**src/rtl/median_window_scheduler.sv**
```systemverilog
// median_window_scheduler: walks median-filter window origins in raster order and writes each
// result to the output frame buffer. Define SCHED_WATCHDOG_EN to add the RUN/WRITE watchdog.
module median_window_scheduler #(
    parameter int unsigned WINDOW_SIZE = 3,
    parameter int unsigned DATA_WIDTH  = 24,
    parameter int unsigned BUS_WIDTH   = 32,
    parameter int unsigned IMG_WIDTH   = 512,
    parameter int unsigned IMG_HEIGHT  = 512,
    parameter int unsigned OUT_BASE    = 0,
    parameter int unsigned WDOG_LIMIT  = 1024
) (
    input  logic                  Sched_CLK,
    input  logic                  Sched_RST,
    input  logic                  Sched_START,
    output logic                  Sched_BUSY,
    output logic                  Sched_DONE,
    output logic [BUS_WIDTH-1:0]  Sched_COUNT,
    output logic                  Sched_FILTEN,
    output logic [BUS_WIDTH-1:0]  Sched_sROW,
    output logic [BUS_WIDTH-1:0]  Sched_sCOL,
    input  logic [DATA_WIDTH-1:0] Sched_FILTOUT,
    input  logic                  Sched_FILTDRDY,
    output logic [BUS_WIDTH-1:0]  Sched_WRADDR,
    output logic [DATA_WIDTH-1:0] Sched_WRDATA,
    output logic                  Sched_WRREQ,
    input  logic                  Sched_WRACK,
    output logic                  Sched_ERR
);

    // state | meaning
    // IDLE  | waiting for Sched_START
    // SETUP | origin presented on sROW/sCOL, FILTEN low for one cycle
    // RUN   | FILTEN high, waiting for FILTDRDY
    // WRITE | WRREQ high with address/data held, waiting for WRACK
    // DONE  | one-cycle DONE pulse, then back to IDLE

    typedef enum logic [2:0] {S_IDLE, S_SETUP, S_RUN, S_WRITE, S_DONE} state_t;

    localparam logic [BUS_WIDTH-1:0] HALF     = BUS_WIDTH'(WINDOW_SIZE / 2);
    localparam logic [BUS_WIDTH-1:0] COL_LAST = BUS_WIDTH'(IMG_WIDTH - WINDOW_SIZE);
    localparam logic [BUS_WIDTH-1:0] ROW_LAST = BUS_WIDTH'(IMG_HEIGHT - WINDOW_SIZE);
    localparam logic [BUS_WIDTH-1:0] WIDTH_W  = BUS_WIDTH'(IMG_WIDTH);
    localparam logic [BUS_WIDTH-1:0] BASE_W   = BUS_WIDTH'(OUT_BASE);

    state_t state;
    logic   wdog_trip;

`ifdef SCHED_WATCHDOG_EN
    localparam int unsigned    WD_W    = (WDOG_LIMIT > 1) ? $clog2(WDOG_LIMIT) : 1;
    localparam logic [WD_W-1:0] WD_LOAD = WD_W'(WDOG_LIMIT - 1);

    logic [WD_W-1:0] wdog_cnt;
    logic            err_q;

    // Down-counter reloaded on every entry to RUN or WRITE; terminal count means WDOG_LIMIT
    // cycles have been spent in the current state.
    assign wdog_trip = ((state == S_RUN) || (state == S_WRITE)) && (wdog_cnt == '0);
    assign Sched_ERR = err_q;

    always_ff @(posedge Sched_CLK) begin
        if (Sched_RST) begin
            wdog_cnt <= '0;
            err_q    <= 1'b0;
        end else begin
            if ((state == S_IDLE) && Sched_START)
                err_q <= 1'b0;
            else if (wdog_trip)
                err_q <= 1'b1;

            if ((state == S_SETUP) || ((state == S_RUN) && Sched_FILTDRDY))
                wdog_cnt <= WD_LOAD;
            else if ((state == S_RUN) || (state == S_WRITE))
                wdog_cnt <= wdog_cnt - 1'b1;
        end
    end
`else
    assign wdog_trip = 1'b0;
    assign Sched_ERR = 1'b0;
`endif

    // sROW/sCOL double as the raster position registers.
    always_ff @(posedge Sched_CLK) begin
        if (Sched_RST) begin
            state        <= S_IDLE;
            Sched_BUSY   <= 1'b0;
            Sched_DONE   <= 1'b0;
            Sched_COUNT  <= '0;
            Sched_FILTEN <= 1'b0;
            Sched_sROW   <= '0;
            Sched_sCOL   <= '0;
            Sched_WRADDR <= '0;
            Sched_WRDATA <= '0;
            Sched_WRREQ  <= 1'b0;
        end else begin
            Sched_DONE <= 1'b0;
            case (state)
                S_IDLE: begin
                    if (Sched_START) begin
                        state       <= S_SETUP;
                        Sched_BUSY  <= 1'b1;
                        Sched_COUNT <= '0;
                        Sched_sROW  <= '0;
                        Sched_sCOL  <= '0;
                    end
                end
                S_SETUP: begin
                    state        <= S_RUN;
                    Sched_FILTEN <= 1'b1;
                end
                S_RUN: begin
                    if (wdog_trip) begin
                        state        <= S_IDLE;
                        Sched_BUSY   <= 1'b0;
                        Sched_FILTEN <= 1'b0;
                    end else if (Sched_FILTDRDY) begin
                        state        <= S_WRITE;
                        Sched_FILTEN <= 1'b0;
                        Sched_WRREQ  <= 1'b1;
                        Sched_WRDATA <= Sched_FILTOUT;
                        Sched_WRADDR <= BASE_W + (Sched_sROW + HALF) * WIDTH_W
                                        + (Sched_sCOL + HALF);
                    end
                end
                S_WRITE: begin
                    if (wdog_trip) begin
                        state       <= S_IDLE;
                        Sched_BUSY  <= 1'b0;
                        Sched_WRREQ <= 1'b0;
                    end else if (Sched_WRACK) begin
                        Sched_WRREQ <= 1'b0;
                        Sched_COUNT <= Sched_COUNT + 1'b1;
                        if (Sched_sCOL < COL_LAST) begin
                            Sched_sCOL <= Sched_sCOL + 1'b1;
                            state      <= S_SETUP;
                        end else if (Sched_sROW < ROW_LAST) begin
                            Sched_sCOL <= '0;
                            Sched_sROW <= Sched_sROW + 1'b1;
                            state      <= S_SETUP;
                        end else begin
                            state      <= S_DONE;
                            Sched_DONE <= 1'b1;
                        end
                    end
                end
                S_DONE: begin
                    state      <= S_IDLE;
                    Sched_BUSY <= 1'b0;
                end
                default: begin
                    state        <= S_IDLE;
                    Sched_BUSY   <= 1'b0;
                    Sched_FILTEN <= 1'b0;
                    Sched_WRREQ  <= 1'b0;
                end
            endcase
        end
    end

endmodule

```
**config.mk**
```make
export PLATFORM = sky130hd
export DESIGN_NAME = median_window_scheduler
export DESIGN_NICKNAME = d
export VERILOG_FILES = /design/src/rtl/median_window_scheduler.sv
export SDC_FILE = /design/constraint.sdc
export NUM_CORES = 1
export LEC_CHECK = 0
export CAP_MARGIN = 20
export CORE_MARGIN = 2
export CORE_UTILIZATION = 30
export CTS_CLUSTER_DIAMETER = 80
export CTS_CLUSTER_SIZE = 24
export DETAILED_ROUTE_END_ITERATION = 10
export RECOVER_POWER = 50
export SLEW_MARGIN = 20
export SYNTH_ARGS = -nofsm -noshare
export SYNTH_HDL_FRONTEND = slang
export SYNTH_SLANG_ARGS = --single-unit
```
**constraint.sdc**
```tcl
create_clock -name Sched_CLK -period 4.3 [get_ports Sched_CLK]
set_input_delay 1.075 -clock Sched_CLK [delete_from_list [all_inputs] [get_ports Sched_CLK]]
set_output_delay 1.075 -clock Sched_CLK [all_outputs]
set_load 0.01 [all_outputs]
```
==> flow_metrics.py <==
metrics = {
    "setup_path": {
        "arrival_ns": 4.17,
        "cp_slowest_cell": "dfxtp_1",
        "setup.worst_path.start": "Sched_sCOL[2]$_SDFFE_PP0P_",
        "path_cells": "and3_1, nand3_1, nor2_1, xor2_1, ha_1, inv_1, fa_1, nor2b_1, o2111ai_1, a31o_2, a21oi_1, a21o_1, a211oi_1, o211a_1, nor4_1",
        "critPathLaunchType": "flop",
        "cp.required_ns": 4.63,
        "cp_max_fo": 7,
        "ff2ff_path_depth": 15,
        "crit_path_end_kind": "flop",
        "rr_startpoint": "Sched_sCOL[2]$_SDFFE_PP0P_",
        "slowest_delay_ns": 0.42,
        "path_class": "reg -> reg",
    },
    "sta": {
        "fin_crit_ns": 3.85,
        "maxSlewViolCount": 41,
        "setup_violations": 0,
        "finalHoldViolations": 0,
        "fin_worst_skew_ns": 0.0128,
        "slew_headroom_pct": -26.7,
        "worst_slew_pin_slew_ns": 1.90,
        "setup_ws_ns": 0.453,
        "rsz0062_at_grt": "no",
        "tns_ns": 0,
        "clock.fmax_mhz": 260,
        "hold_slack_ns": 0.444,
        "fin_crit_sh_pct": 89.5,
    },
    "die": {
        "start_util_pct": 30.3,
        "pin_count": 186,
        "rows": 59,
        "fp.coreArea_mm2": 0.0258,
        "die_w_um": 166,
        "die_h_um": 166,
        "die-area_mm2": 0.0274,
    },
    "power": {
        "p_leak_uw": 0.00428,
        "ir_drop_mv": 0.211,
        "power_density_mw_per_mm2": 306,
    },
    "synth": {
        "ys_async_sr_fraction_pct": 0,
        "seq_area_frac_synth_pct": 40.6,
        "synthesis.nets": 1034,
        "netlist_instances": 977,
        "synth-edff-count": 0,
        "ys_warn_count": 0,
        "syn_area_mm2": 0.00784,
        "ys_ff_latch": 159,
        "ys.flop_type": "dfxtp_1",
        "synth_cell_types": 49,
        "syn_area_per_cell_um2": 8.02,
    },
    "grt": {
        "grt_antenna_before_repair": 0,
        "grt_pass1_wl_um": 36300,
        "grt_max_degree": 46,
        "grt-busiest-layer": "met2",
        "grt-ovfl-total": 0,
        "track_usage_pct": 16.3,
        "use_met1_pct": 21.0,
        "grt_use_met3_pct": 5.93,
        "grtUsageMet2_pct": 25.6,
        "first_global_vias": 6789,
    },
    "cts": {
        "clkTransAtPathRegs_ns": 0.07,
        "cts_resized": 0,
        "cts_buffer_depth": 2,
        "cts_tree": "built",
        "worstSkewPairLatency_ns": 0.43,
        "htreeDepth": 4,
        "cts_buffers": 17,
        "hold_buffers": 0,
        "cts_setup_buffers": 0,
        "root_buffer": "clkbuf_16",
        "cts_sinks": 159,
    },
    "layout": {
        "nFillCells": 2664,
        "areaGrowthSynthToFinish_pct": 35.0,
        "fin_area_mm2": 0.0106,
        "nets": 1204,
        "postLayoutCoreUtil_pct": 41.0,
        "final_common_cell": "dfxtp_1",
        "diodes": 0,
        "layout_common_cells": "159 x dfxtp_1, 137 x dlygate4sd3_1, 128 x nand2_1",
        "layout-drive-gt1-share_pct": 4.40,
    },
    "placement": {
        "gp_congestion": 0.909,
        "placed_cell_area_mm2": 0.0100,
        "dp_slack_ns": 0.454,
        "dp_hpwl_um": 16800,
        "port_buffers": 184,
    },
    "min_path": {
        "hold_class": "reg -> reg",
        "hp-start": "Sched_sROW[29]$_SDFFE_PP0P_",
        "hold_depth": 2,
    },
    "flow_run": {
        "drv_cap": 1,
    },
    "routing": {
        "num_vias": 7171,
        "routedWlPerCell_um": 15.0,
        "vias_per_cell": 4.80,
        "drtIter0Drc": 393,
        "drcViolationCount": 0,
        "ant_nets": 0,
        "wl_um": 22500,
        "drt_pass1_iterations": 5,
    },
    "outcome": {
        "violations": "max-capacitance violations, max-slew violations",
        "outcome": "finished with violations",
    },
}
layout make-up:
type	count	area, um^2	share of cell area (%)
timing repair buffer	197	1920	18.1
clock inverter	14	156	1.48
inverter	27	101	0.958
tap	335	419	3.96
sequential	159	3180	30.1
clock buffer	18	429	4.05
multi-input combinational	745	4380	41.3
metal layers:
metal | part of all wire, % | up-vias
met5 | 0 | -
met4 | 1.5 | 0
met3 | 7.3 | 19
met2 | 44 | 196
met1 | 47 | 3267
li1 | - | 3689
metrics by stage:
stage          std cells  total power, uW
6_report            1495             3240
5_1_grt             1495             3370
4_1_cts             1495             3290
3_5_place_dp        1463             1750
3_3_place_gp        1463             1750
2_1_floorplan        977             1650
synthesized netlist by cell type, drive strengths merged, types with 5 or more instances:
cell / count / area share (%)
a211oi: 20 / 1.9
a21o: 13 / 1.2
a21oi: 91 / 5.8
a31oi: 6 / 0.48
and2: 37 / 3.0
and3: 17 / 1.4
and4: 5 / 0.56
buf: 9 / 0.54
clkbuf: 37 / 1.8
dfxtp: 159 / 41
ha: 27 / 4.3
inv: 27 / 1.3
nand2: 128 / 6.1
nand3: 46 / 2.9
nand3b: 8 / 0.77
nand4: 25 / 2.0
nor2: 116 / 5.6
nor3: 20 / 1.5
nor4: 17 / 1.4
o21ai: 24 / 1.5
or3: 12 / 0.96
xnor2: 56 / 6.3
xor2: 38 / 4.2
kinds of logic (layout without fill, tap and decap cells):
group | Yosys count | count (layout) | share of synthesized area (%)
compound gates | 173 | 173 | 12.9
fa+ha+maj | 28 | 28 | 4.56
simple gates | 447 | 447 | 27.5
buf+inv | 73 | 256 | 3.61
mux | 2 | 2 | 0.255
other cells | 1 | 1 | 0.0478
xor+xnor | 94 | 94 | 10.5
flops | 159 | 159 | 40.6
registers in the layout, summed over array words and instances (netlist names):
signal / count
Sched_FILTEN: 1
Sched_WRADDR: 32
state: 3
Sched_BUSY: 1
Sched_WRREQ: 1
Sched_sROW: 32
Sched_COUNT: 32
Sched_WRDATA: 24
Sched_DONE: 1
Sched_sCOL: 32
final timing paths:
check / slack [ns] / end
max: 0.45 / Sched_WRADDR[31]$_SDFFE_PP0P_
min: 0.44 / Sched_sROW[29]$_SDFFE_PP0P_
max reg2reg: 0.45 / Sched_WRADDR[31]$_SDFFE_PP0P_
min reg2reg: 0.44 / Sched_sROW[29]$_SDFFE_PP0P_
worst max-delay path, delay by kind of cell (launching register included):
kind                     cells  cell delay [ns]
AO/OA/AOI/OAI                6             1.31
XOR/XNOR                     1             0.18
buffers and inverters        1             0.06
AND/OR/NAND/NOR              5             1.20
adder cells (fa/ha/maj)      2             0.58
flip-flops                   1             0.42
where the power goes:
group / switching, uW / total (uW) / leakage, uW / internal (uW)
sequential: 14.9 / 1510 / 0.00128 / 1490
clock: 666 / 1530 / 0.000280 / 866
combinational: 116 / 195 / 0.00272 / 78.3
total: 797 / 3240 / 0.00428 / 2440
Power figures use the tool's default switching activity.
